File: src/rtl/star_pkg.sv
// Shared constants and types for the star-mapping and drawing stages.
package star_pkg;

   localparam int X_W      = 8;
   localparam int Y_W      = 7;
   localparam int COLOUR_W = 3;

   localparam logic [X_W-1:0] X_MAX = 8'd159;
   localparam logic [Y_W-1:0] Y_MAX = 7'd119;

   localparam logic [COLOUR_W-1:0] BLACK      = 3'b000;
   localparam logic [COLOUR_W-1:0] RED        = 3'b100;
   localparam logic [COLOUR_W-1:0] WHITE      = 3'b111;
   localparam logic [COLOUR_W-1:0] BOX_COLOUR = RED;

   typedef enum logic [2:0] {
      IDLE,
      TOP,
      BOTTOM,
      LEFT,
      RIGHT,
      DONE
   } draw_state_t;

endpackage

File: src/rtl/edge_stepper.sv
// Loadable up-counter walking one edge of the outline.
module edge_stepper #(
   parameter int W = 8
) (
   input  logic         clk,
   input  logic         resetn,
   input  logic         i_load,
   input  logic         i_step,
   input  logic [W-1:0] i_start,
   input  logic [W-1:0] i_end,
   output logic [W-1:0] o_count,
   output logic         o_last
);

   logic [W-1:0] r_count;

   // Stepping stops at the end value, so the count never wraps.
   always_ff @(posedge clk or negedge resetn) begin
      if (!resetn) begin
         r_count <= '0;
      end else if (i_load) begin
         r_count <= i_start;
      end else if (i_step && !o_last) begin
         r_count <= r_count + 1'b1;
      end
   end

   assign o_count = r_count;
   assign o_last  = (r_count == i_end);

endmodule

File: src/rtl/draw_box.sv
// Rasterises a one-pixel rectangle outline into the VGA adapter.
import star_pkg::*;

module draw_box (
   input  logic                clk,
   input  logic                resetn,
   input  logic                goDraw,
   input  logic [X_W-1:0]      xLeft,
   input  logic [X_W-1:0]      xRight,
   input  logic [Y_W-1:0]      yTop,
   input  logic [Y_W-1:0]      yBottom,
   output logic [X_W-1:0]      x,
   output logic [Y_W-1:0]      y,
   output logic [COLOUR_W-1:0] colour,
   output logic                plot,
   output logic                busy,
   output logic                doneDraw
);

   draw_state_t r_state, w_next;

   logic [X_W-1:0] r_l, r_r;
   logic [Y_W-1:0] r_t, r_b;
   logic [X_W-1:0] w_lc, w_rc, w_l, w_r;
   logic [Y_W-1:0] w_tc, w_bc, w_t, w_b;

   logic           w_xload, w_xstep, w_xlast;
   logic           w_yload, w_ystep, w_ylast;
   logic [X_W-1:0] w_xstart, w_xcnt;
   logic [Y_W-1:0] w_ystart, w_ycnt;

   logic           w_plot, w_busy, w_done;
   logic [X_W-1:0] w_px;
   logic [Y_W-1:0] w_py;

   // Clamp to the screen, then order so that l<=r and t<=b.
   always_comb begin
      w_lc = (xLeft   > X_MAX) ? X_MAX : xLeft;
      w_rc = (xRight  > X_MAX) ? X_MAX : xRight;
      w_tc = (yTop    > Y_MAX) ? Y_MAX : yTop;
      w_bc = (yBottom > Y_MAX) ? Y_MAX : yBottom;
      w_l  = (w_lc > w_rc) ? w_rc : w_lc;
      w_r  = (w_lc > w_rc) ? w_lc : w_rc;
      w_t  = (w_tc > w_bc) ? w_bc : w_tc;
      w_b  = (w_tc > w_bc) ? w_tc : w_bc;
   end

   always_ff @(posedge clk or negedge resetn) begin
      if (!resetn) begin
         r_l <= '0;
         r_r <= '0;
         r_t <= '0;
         r_b <= '0;
      end else if (r_state == IDLE && goDraw) begin
         r_l <= w_l;
         r_r <= w_r;
         r_t <= w_t;
         r_b <= w_b;
      end
   end

   edge_stepper #(.W(X_W)) u_xstep (
      .clk     (clk),
      .resetn  (resetn),
      .i_load  (w_xload),
      .i_step  (w_xstep),
      .i_start (w_xstart),
      .i_end   (r_r),
      .o_count (w_xcnt),
      .o_last  (w_xlast)
   );

   edge_stepper #(.W(Y_W)) u_ystep (
      .clk     (clk),
      .resetn  (resetn),
      .i_load  (w_yload),
      .i_step  (w_ystep),
      .i_start (w_ystart),
      .i_end   (r_b),
      .o_count (w_ycnt),
      .o_last  (w_ylast)
   );

   always_ff @(posedge clk or negedge resetn) begin
      if (!resetn) begin
         r_state <= IDLE;
      end else begin
         r_state <= w_next;
      end
   end

   always_comb begin
      w_next   = r_state;
      w_xload  = 1'b0;
      w_xstep  = 1'b0;
      w_yload  = 1'b0;
      w_ystep  = 1'b0;
      w_xstart = r_l;
      w_ystart = r_t;
      w_plot   = 1'b0;
      w_busy   = 1'b1;
      w_done   = 1'b0;
      w_px     = x;
      w_py     = y;
      unique case (r_state)
         IDLE: begin
            // Latches are not yet loaded, so seed counters from inputs.
            w_xstart = w_l;
            w_ystart = w_t;
            w_busy   = goDraw;
            if (goDraw) begin
               w_next  = TOP;
               w_xload = 1'b1;
               w_yload = 1'b1;
            end
         end
         TOP: begin
            w_plot = 1'b1;
            w_px   = w_xcnt;
            w_py   = r_t;
            if (w_xlast) begin
               w_next  = BOTTOM;
               w_xload = 1'b1;
            end else begin
               w_xstep = 1'b1;
            end
         end
         BOTTOM: begin
            w_plot = 1'b1;
            w_px   = w_xcnt;
            w_py   = r_b;
            if (w_xlast) begin
               w_next  = LEFT;
               w_yload = 1'b1;
            end else begin
               w_xstep = 1'b1;
            end
         end
         LEFT: begin
            w_plot = 1'b1;
            w_px   = r_l;
            w_py   = w_ycnt;
            if (w_ylast) begin
               w_next  = RIGHT;
               w_yload = 1'b1;
            end else begin
               w_ystep = 1'b1;
            end
         end
         RIGHT: begin
            w_plot = 1'b1;
            w_px   = r_r;
            w_py   = w_ycnt;
            if (w_ylast) begin
               w_next = DONE;
            end else begin
               w_ystep = 1'b1;
            end
         end
         DONE: begin
            w_done = 1'b1;
            w_next = IDLE;
         end
         default: begin
            w_busy = 1'b0;
            w_next = IDLE;
         end
      endcase
   end

   always_ff @(posedge clk or negedge resetn) begin
      if (!resetn) begin
         x        <= '0;
         y        <= '0;
         colour   <= BLACK;
         plot     <= 1'b0;
         busy     <= 1'b0;
         doneDraw <= 1'b0;
      end else begin
         x        <= w_px;
         y        <= w_py;
         colour   <= w_plot ? BOX_COLOUR : BLACK;
         plot     <= w_plot;
         busy     <= w_busy;
         doneDraw <= w_done;
      end
   end

endmodule

File: config.mk
export PLATFORM = sky130hd
export DESIGN_NAME = draw_box
export DESIGN_NICKNAME = d
export VERILOG_FILES = /design/src/rtl/star_pkg.sv /design/src/rtl/edge_stepper.sv /design/src/rtl/draw_box.sv
export SDC_FILE = /design/constraint.sdc
export NUM_CORES = 1
export LEC_CHECK = 0
export ABC_AREA = 1
export ABC_CLOCK_PERIOD_IN_PS = 3960
export CAP_MARGIN = 20
export CORE_MARGIN = 2
export CORE_UTILIZATION = 54
export CTS_BUF_LIST = sky130_fd_sc_hd__clkbuf_8
export CTS_CLUSTER_SIZE = 24
export DETAILED_ROUTE_END_ITERATION = 8
export GPL_TIMING_DRIVEN = 0
export MAX_ROUTING_LAYER = met4
export PLACE_DENSITY = 0.76
export SKIP_LAST_GASP = 1
export SYNTH_ARGS = -nofsm -noshare
export SYNTH_HDL_FRONTEND = slang
export SYNTH_HIERARCHICAL = 1
export SYNTH_SLANG_ARGS = --single-unit
File: constraint.sdc
create_clock -name clk -period 3.96 [get_ports clk]
set_input_delay 0.99 -clock clk [delete_from_list [all_inputs] [get_ports clk]]
set_output_delay 0.99 -clock clk [all_outputs]
set_load 0.01 [all_outputs]
==> reports/metrics.cfg, run 1 <==
[status]
outcome=completed

[finish]
area_overhead_vs_synth_pct=19.6
post_layout_instance_area_mm2=0.00559
antennaDiodeCount=0
fraction_of_final_layout_cells_sized_beyond_drive_strength_1_pct=8.45
layout.filler_cells=721
finish.net_count=814

[synthesis]
count_of_mapped_cells_out_of_synthesis=701
synthTopCellsByArea=sky130_fd_sc_hd__dfrtp_1 35%, sky130_fd_sc_hd__nand2_1 22%, sky130_fd_sc_hd__nand3_1 11%, sky130_fd_sc_hd__inv_1 5.4%, sky130_fd_sc_hd__ha_1 4.6%
yosys.area.top_type=sky130_fd_sc_hd__dfrtp_1
synth.ff_latch_count=66
synth.yosys.seq_area_share_pct=35.3
syn-cell-area_mm2=0.00467
yosys_top_cell_area_share_pct=35.3
synthesis_warning_total=6
yosysUniqueCellTypes=38
post_synth.cell_area_avg_um2=6.67

[global_routing]
first_global_vias=4191
final_global_route_overflow_total=0
antenna_found_initial=0
grt_util_all_layers_pct=26.5
grt_start_max_net_pins=67
grt_first_pass_wirelength_um=19800

[sta]
clock_skew_ns=0.0103
final.setup.worst_slack_ns=0.463
timing_max_transition_violations_final=0
period_share_pct=88.3
relative_slew_slack_pct=44.5
timing_worst_slew_pin_value_ns=0.833
timing.final.setup_violations=0
maxClockFrequency_ghz=0.286
final_critical_path_time_including_i_o_delays_and_setup_ns=3.50
timing_hold_violations_final=0
setup_tns_ns=0
rsz_0062_raised_after_global_routing=no

[route]
drtAntennaViolNets=0
route.detailed.drc=0
total_number_of_vias=4671
dr.pass1.iters=6
drt-vias-per-instance=5.34
routed_wire_length_per_instance_um=13.5
wl_um=11800
drt-initial-drc-count=346

[placed_design]
dp_hpwl_um=9150
io_buffer_count=51
placement.cell_area_mm2=0.00532
gp_routability_congestion=0.882
place_worst_setup_slack_ns=0.0693

[floorplan]
floorplan.die_area_mm2=0.00942
die-height_um=97.0
die_width_um=97.0
start_util_pct=56.3
core-area_mm2=0.00830
placementRows=33
floorplan.io_pins=54

[clocking]
clk-insertion-delay-late_ns=0.35
h-tree-depth=3
postCtsSetupBuffers=0
tritoncts=done
clock_path_buffers=2
post_cts.resized_instances=0
clock_pin_slew_of_the_registers_on_the_worst_case_setup_and_hold_paths_ns=0.07
cts.sink_count=66
postCtsHoldBufs=0
cts_root_buffer=sky130_fd_sc_hd__clkbuf_8
number_of_buffers_inserted_during_clock_tree_synthesis=9

[run]
cap_viol_max_count=0

[setup_path]
timing.critical_path.arrival_ns=3.73
critPathMaxFanout=10
timing.setup.critical_path_class=input port to flip-flop
rrSetupSlack_ns=1.70
timing.critical_path.required_ns=4.19
start_kind=input port
worstSetupEndpointType=flip-flop

[hold_path]
min-delay-path-class=flip-flop to flip-flop

[pwr]
power_density_mw_per_mm2=832
power_mw=4.65
worst_ir_drop_vdd_v=0.000253
static-leakage-power_nw=2.90

-- power by group --
| group | switching [mW] | leakage, nW | internal, mW | total (mW) |
|---|---|---|---|---|
| logic | 1.52 | 1.96 | 0.979 | 2.50 |
| registers | 0.358 | 0.806 | 1.02 | 1.38 |
| clock network | 0.270 | 0.137 | 0.501 | 0.771 |
-- synth_stat cells --
| master | n |
|---|---|
| sky130_fd_sc_hd__nand4_2 | 1 |
| sky130_fd_sc_hd__buf_4 | 4 |
| sky130_fd_sc_hd__inv_6 | 1 |
| sky130_fd_sc_hd__xor2_1 | 1 |
| sky130_fd_sc_hd__nor2_4 | 1 |
| sky130_fd_sc_hd__nand2_2 | 6 |
| sky130_fd_sc_hd__xnor2_1 | 3 |
| sky130_fd_sc_hd__nand3_1 | 101 |
| sky130_fd_sc_hd__o21bai_4 | 1 |
| sky130_fd_sc_hd__a21oi_1 | 11 |
| sky130_fd_sc_hd__o31ai_1 | 1 |
| sky130_fd_sc_hd__a31oi_1 | 7 |
| sky130_fd_sc_hd__nand3_2 | 1 |
| sky130_fd_sc_hd__a21o_1 | 2 |
| sky130_fd_sc_hd__nand2_4 | 6 |
| sky130_fd_sc_hd__o21ai_0 | 19 |
| sky130_fd_sc_hd__o21ai_1 | 1 |
| sky130_fd_sc_hd__clkinv_1 | 2 |
| sky130_fd_sc_hd__or2_0 | 1 |
| sky130_fd_sc_hd__inv_1 | 67 |
| sky130_fd_sc_hd__inv_2 | 7 |
| sky130_fd_sc_hd__nand2_1 | 269 |
| sky130_fd_sc_hd__nor2_1 | 50 |
| sky130_fd_sc_hd__ha_1 | 17 |
| sky130_fd_sc_hd__a22oi_1 | 7 |
| sky130_fd_sc_hd__nand4_1 | 5 |
| sky130_fd_sc_hd__nor3_2 | 1 |
| sky130_fd_sc_hd__o21bai_1 | 2 |
| sky130_fd_sc_hd__o22ai_1 | 1 |
| sky130_fd_sc_hd__buf_2 | 10 |
| sky130_fd_sc_hd__o221ai_1 | 1 |
| sky130_fd_sc_hd__conb_1 | 1 |
| sky130_fd_sc_hd__buf_6 | 4 |
| sky130_fd_sc_hd__clkbuf_1 | 9 |
| sky130_fd_sc_hd__nor2_2 | 5 |
| sky130_fd_sc_hd__a41oi_1 | 8 |
| sky130_fd_sc_hd__nor3_1 | 1 |
| sky130_fd_sc_hd__dfrtp_1 | 66 |
-- registers in the layout (all words and copies together) (netlist names) --
name and count:
u_xstep/o_count 8, x 8, y 7, r_t 7, r_r 8, doneDraw 1
colour 1, r_b 7, r_l 8, r_state 3, u_ystep/o_count 7, busy 1
-- metal layers --
layer	global-route usage [%]	vias to the layer above	routed length, µm
li1	-	2373	-
met1	37.2	2091	5550
met2	40.7	197	5230
met3	2.82	10	916
met4	7.91	0	126
met5	-	-	0
-- through the flow --
| step | util (%) | cells | hold slack (ns) |
|---|---|---|---|
| 6_report | 67.4 | 874 | 0.521 |
| 4_1_cts | 67.4 | 874 | 0.515 |
| 2_1_floorplan | - | 702 | 0.466 |
| 3_5_place_dp | 64.1 | 858 | 0.498 |
| 5_1_grt | 67.4 | 874 | 0.536 |
| 3_3_place_gp | 64.1 | 858 | 0.491 |
-- area by class of cell --
type / count / area (µm²) / area share (%)
clock buffers: 10 / 138 / 2.46
clock inverters: 6 / 138 / 2.46
inverters: 77 / 294 / 5.26
repair buffers: 51 / 508 / 9.08
flip-flops and latches: 66 / 1650 / 29.5
plain buffers: 27 / 159 / 2.84
well taps: 105 / 131 / 2.35
multi-input cells: 532 / 2570 / 46.0
-- logic make-up after synthesis --
| logic type | share of synthesized area [%] |
|---|---|
| other | 0.0802 |
| AO/OA/AOI/OAI | 8.40 |
| AND/OR/NAND/NOR | 41.2 |
| XOR/XNOR | 0.750 |
| buffers and inverters | 9.69 |
| adder cells (fa/ha/maj) | 4.55 |
| flip-flops | 35.3 |
-- final timing paths --
kind | from | to | cells past startpoint
max in group asynchronous | resetn | r_l[4]$_DFFE_PN0P_ | 1
worst min-delay path | r_l[6]$_DFFE_PN0P_ | r_l[6]$_DFFE_PN0P_ | 2
worst max register to register | r_state[1]$_DFFE_PN0P_ | u_ystep/o_count[5]$_DFFE_PN0P_ | 12
worst min register to register | r_l[6]$_DFFE_PN0P_ | r_l[6]$_DFFE_PN0P_ | 2
min in group asynchronous | resetn | u_ystep/o_count[2]$_DFFE_PN0P_ | 1
worst max-delay path | xLeft[7] | u_xstep/o_count[6]$_DFFE_PN0P_ | 19
-- critical path, stage by stage --
cell and delay [ns]:
sky130_fd_sc_hd__clkdlybuf4s50_1 0.47, sky130_fd_sc_hd__inv_1 0.07, sky130_fd_sc_hd__nor2_1 0.31, sky130_fd_sc_hd__inv_1 0.07
sky130_fd_sc_hd__nand2_1 0.11, sky130_fd_sc_hd__inv_1 0.05, sky130_fd_sc_hd__ha_1 0.29, sky130_fd_sc_hd__nand2_1 0.05
sky130_fd_sc_hd__nor2_1 0.17, sky130_fd_sc_hd__nand4_2 0.23, sky130_fd_sc_hd__nand2_2 0.21, sky130_fd_sc_hd__buf_4 0.19
sky130_fd_sc_hd__nand2_1 0.08, sky130_fd_sc_hd__nand3_1 0.08, sky130_fd_sc_hd__nand2_1 0.09, sky130_fd_sc_hd__nor2_1 0.11
sky130_fd_sc_hd__a21oi_1 0.05, sky130_fd_sc_hd__nand2_1 0.07, sky130_fd_sc_hd__nand2_1 0.04
-- cell usage in the layout (no fill, tap or decap), types with 11 or more instances in the layout --
cell	Yosys	layout
sky130_fd_sc_hd__clkdlybuf4s50_1	0	50
sky130_fd_sc_hd__nand3_1	101	101
sky130_fd_sc_hd__o21ai_0	19	19
sky130_fd_sc_hd__a21oi_1	11	11
sky130_fd_sc_hd__ha_1	17	17
sky130_fd_sc_hd__inv_1	67	67
sky130_fd_sc_hd__dfrtp_1	66	66
sky130_fd_sc_hd__nor2_1	50	50
sky130_fd_sc_hd__nand2_1	269	269
No activity file was read; power rests on OpenSTA's default activity.
==> run 2: changes to the inputs <==
- SETUP_SLACK_MARGIN: default -> 0.15
==> reports/metrics.cfg, run 2 (same netlist as run 1, synthesis figures left out) <==
[setup_path]
critPathMaxFanout=10
start_kind=input port
timing.critical_path.arrival_ns=3.67
reg_to_reg_end=u_ystep/o_count[5]$_DFFE_PN0P_
timing.critical_path.required_ns=4.19
timing.setup.critical_path_class=input port to flip-flop
rrSetupSlack_ns=1.70
worst-r2r-cell-count=12
worst_r2r_startpoint=r_state[1]$_DFFE_PN0P_
worstSetupEndpointType=flip-flop

[sta]
final.setup.worst_slack_ns=0.525
timing_max_transition_violations_final=0
clock_skew_ns=0.00978
timing_worst_slew_pin_value_ns=0.831
hold_ws_ns=0.523
rsz_0062_raised_after_global_routing=no
maxClockFrequency_ghz=0.291
timing_hold_violations_final=0
relative_slew_slack_pct=44.6
period_share_pct=86.7
timing.final.setup_violations=0
final_critical_path_time_including_i_o_delays_and_setup_ns=3.44

[floorplan]
placementRows=33
core-area_mm2=0.00830
die_width_um=97.0
floorplan.io_pins=54
die-height_um=97.0
start_util_pct=56.3
floorplan.die_area_mm2=0.00942

[finish]
area_overhead_vs_synth_pct=19.7
fin_cells=874
finish.net_count=814
antennaDiodeCount=0
commonest_cells_after_routing_fill_and_taps_aside=269 x sky130_fd_sc_hd__nand2_1, 101 x sky130_fd_sc_hd__nand3_1, 67 x sky130_fd_sc_hd__inv_1, 66 x sky130_fd_sc_hd__dfrtp_1, 50 x sky130_fd_sc_hd__clkdlybuf4s50_1
fraction_of_final_layout_cells_sized_beyond_drive_strength_1_pct=8.58
commonest_non_fill_non_tap_cell_in_the_layout=sky130_fd_sc_hd__nand2_1

[placed_design]
place_worst_setup_slack_ns=0.0693
io_buffer_count=51
dp.cells=858
dp_hpwl_um=9150
gp_routability_congestion=0.882

[pwr]
static-leakage-power_nw=2.90
worst_ir_drop_vdd_v=0.000253
power_density_mw_per_mm2=830

[clocking]
postCtsSetupBuffers=0
post_cts.resized_instances=0
clock_pin_slew_of_the_registers_on_the_worst_case_setup_and_hold_paths_ns=0.07
cts.sink_count=66
postCtsHoldBufs=0
cts_root_buffer=sky130_fd_sc_hd__clkbuf_8
tritoncts=done
h-tree-depth=3
number_of_buffers_inserted_during_clock_tree_synthesis=9
clock_path_buffers=2
clk-insertion-delay-late_ns=0.34

[route]
drt-initial-drc-count=350
wl_um=11800
dr.pass1.iters=5
routed_wire_length_per_instance_um=13.5
drtAntennaViolNets=0
route.detailed.drc=0
total_number_of_vias=4634
drt-vias-per-instance=5.30

[global_routing]
grt_util_all_layers_pct=26.5
grt_first_pass_wirelength_um=19800
final_global_route_overflow_total=0
grt_start_max_net_pins=67
first_global_vias=4191
antenna_found_initial=0

[hold_path]
worst_hold_path.num_cells=2
holdCritStartpoint=r_t[5]$_DFFE_PN0P_
min-delay-path-class=flip-flop to flip-flop
min_delay_worst_endpoint=r_t[5]$_DFFE_PN0P_

[run]
cap_viol_max_count=0

[status]
outcome=completed

run 2: cell count changes in the layout (fill, tap and decap cells not counted):
cell,before,now
sky130_fd_sc_hd__nor2_1,50,49
sky130_fd_sc_hd__nor2_2,5,6
run 2: power by group:
part / internal, mW / switching [mW] / total, mW / leakage, nW
sequential: 1.02 / 0.356 / 1.38 / 0.806
clock: 0.501 / 0.269 / 0.770 / 0.137
combinational: 0.979 / 1.52 / 2.49 / 1.96
run 2: metrics by stage:
step | cell area [µm²] | power [mW] | utilization (%) | setup TNS [ns]
after global routing | 5600 | 5.03 | 67.4 | 0
after CTS | 5590 | 4.63 | 67.4 | 0
final | 5600 | 4.64 | 67.4 | 0
after floorplan | 4680 | 3.06 | - | 0
after detailed placement | 5320 | 3.85 | 64.1 | 0
after global placement | 5320 | 3.77 | 64.1 | -15.28
run 2: final cells by class:
| cell class | instances | area (µm²) |
|---|---|---|
| sequential | 66 | 1650 |
| tap | 105 | 131 |
| multi-input combinational | 532 | 2580 |
| timing repair buffer | 51 | 508 |
| fill | 720 | 2700 |
| clock inverter | 6 | 138 |
| clock buffer | 10 | 138 |
| inverter | 77 | 294 |
| buffer | 27 | 159 |
run 2: worst max-delay path: stages:
cell and delay, ns:
sky130_fd_sc_hd__clkdlybuf4s50_1 0.47, sky130_fd_sc_hd__inv_1 0.08, sky130_fd_sc_hd__nor2_2 0.24, sky130_fd_sc_hd__inv_1 0.06, sky130_fd_sc_hd__nand2_1 0.11, sky130_fd_sc_hd__inv_1 0.05, sky130_fd_sc_hd__ha_1 0.30, sky130_fd_sc_hd__nand2_1 0.05
sky130_fd_sc_hd__nor2_1 0.17, sky130_fd_sc_hd__nand4_2 0.23, sky130_fd_sc_hd__nand2_2 0.21, sky130_fd_sc_hd__buf_4 0.19, sky130_fd_sc_hd__nand2_1 0.08, sky130_fd_sc_hd__nand3_1 0.08, sky130_fd_sc_hd__nand2_1 0.10, sky130_fd_sc_hd__nor2_1 0.11
sky130_fd_sc_hd__a21oi_1 0.05, sky130_fd_sc_hd__nand2_1 0.06, sky130_fd_sc_hd__nand2_1 0.04
run 2: worst max-delay path by stage:
stage          slack (ns)                              to     start
3_3_place_gp        -0.24              r_r[2]$_DFFE_PN0P_    resetn
5_1_grt              0.20  u_xstep/o_count[6]$_DFFE_PN0P_  xLeft[7]
3_5_place_dp         0.07  u_xstep/o_count[5]$_DFFE_PN0P_  xLeft[7]
6_report             0.52  u_xstep/o_count[6]$_DFFE_PN0P_  xLeft[7]
2_1_floorplan        1.01  u_xstep/o_count[5]$_DFFE_PN0P_  xLeft[7]
4_1_cts              0.44  u_xstep/o_count[6]$_DFFE_PN0P_  xLeft[7]
run 2: metal layers:
layer | GRT usage (%) | vias to the layer above | wire length (µm)
met2 | 40.7 | 165 | 5240
met3 | 2.82 | 7 | 762
met1 | 37.2 | 2085 | 5670
met4 | 7.91 | 0 | 122
met5 | - | - | 0
li1 | - | 2377 | -
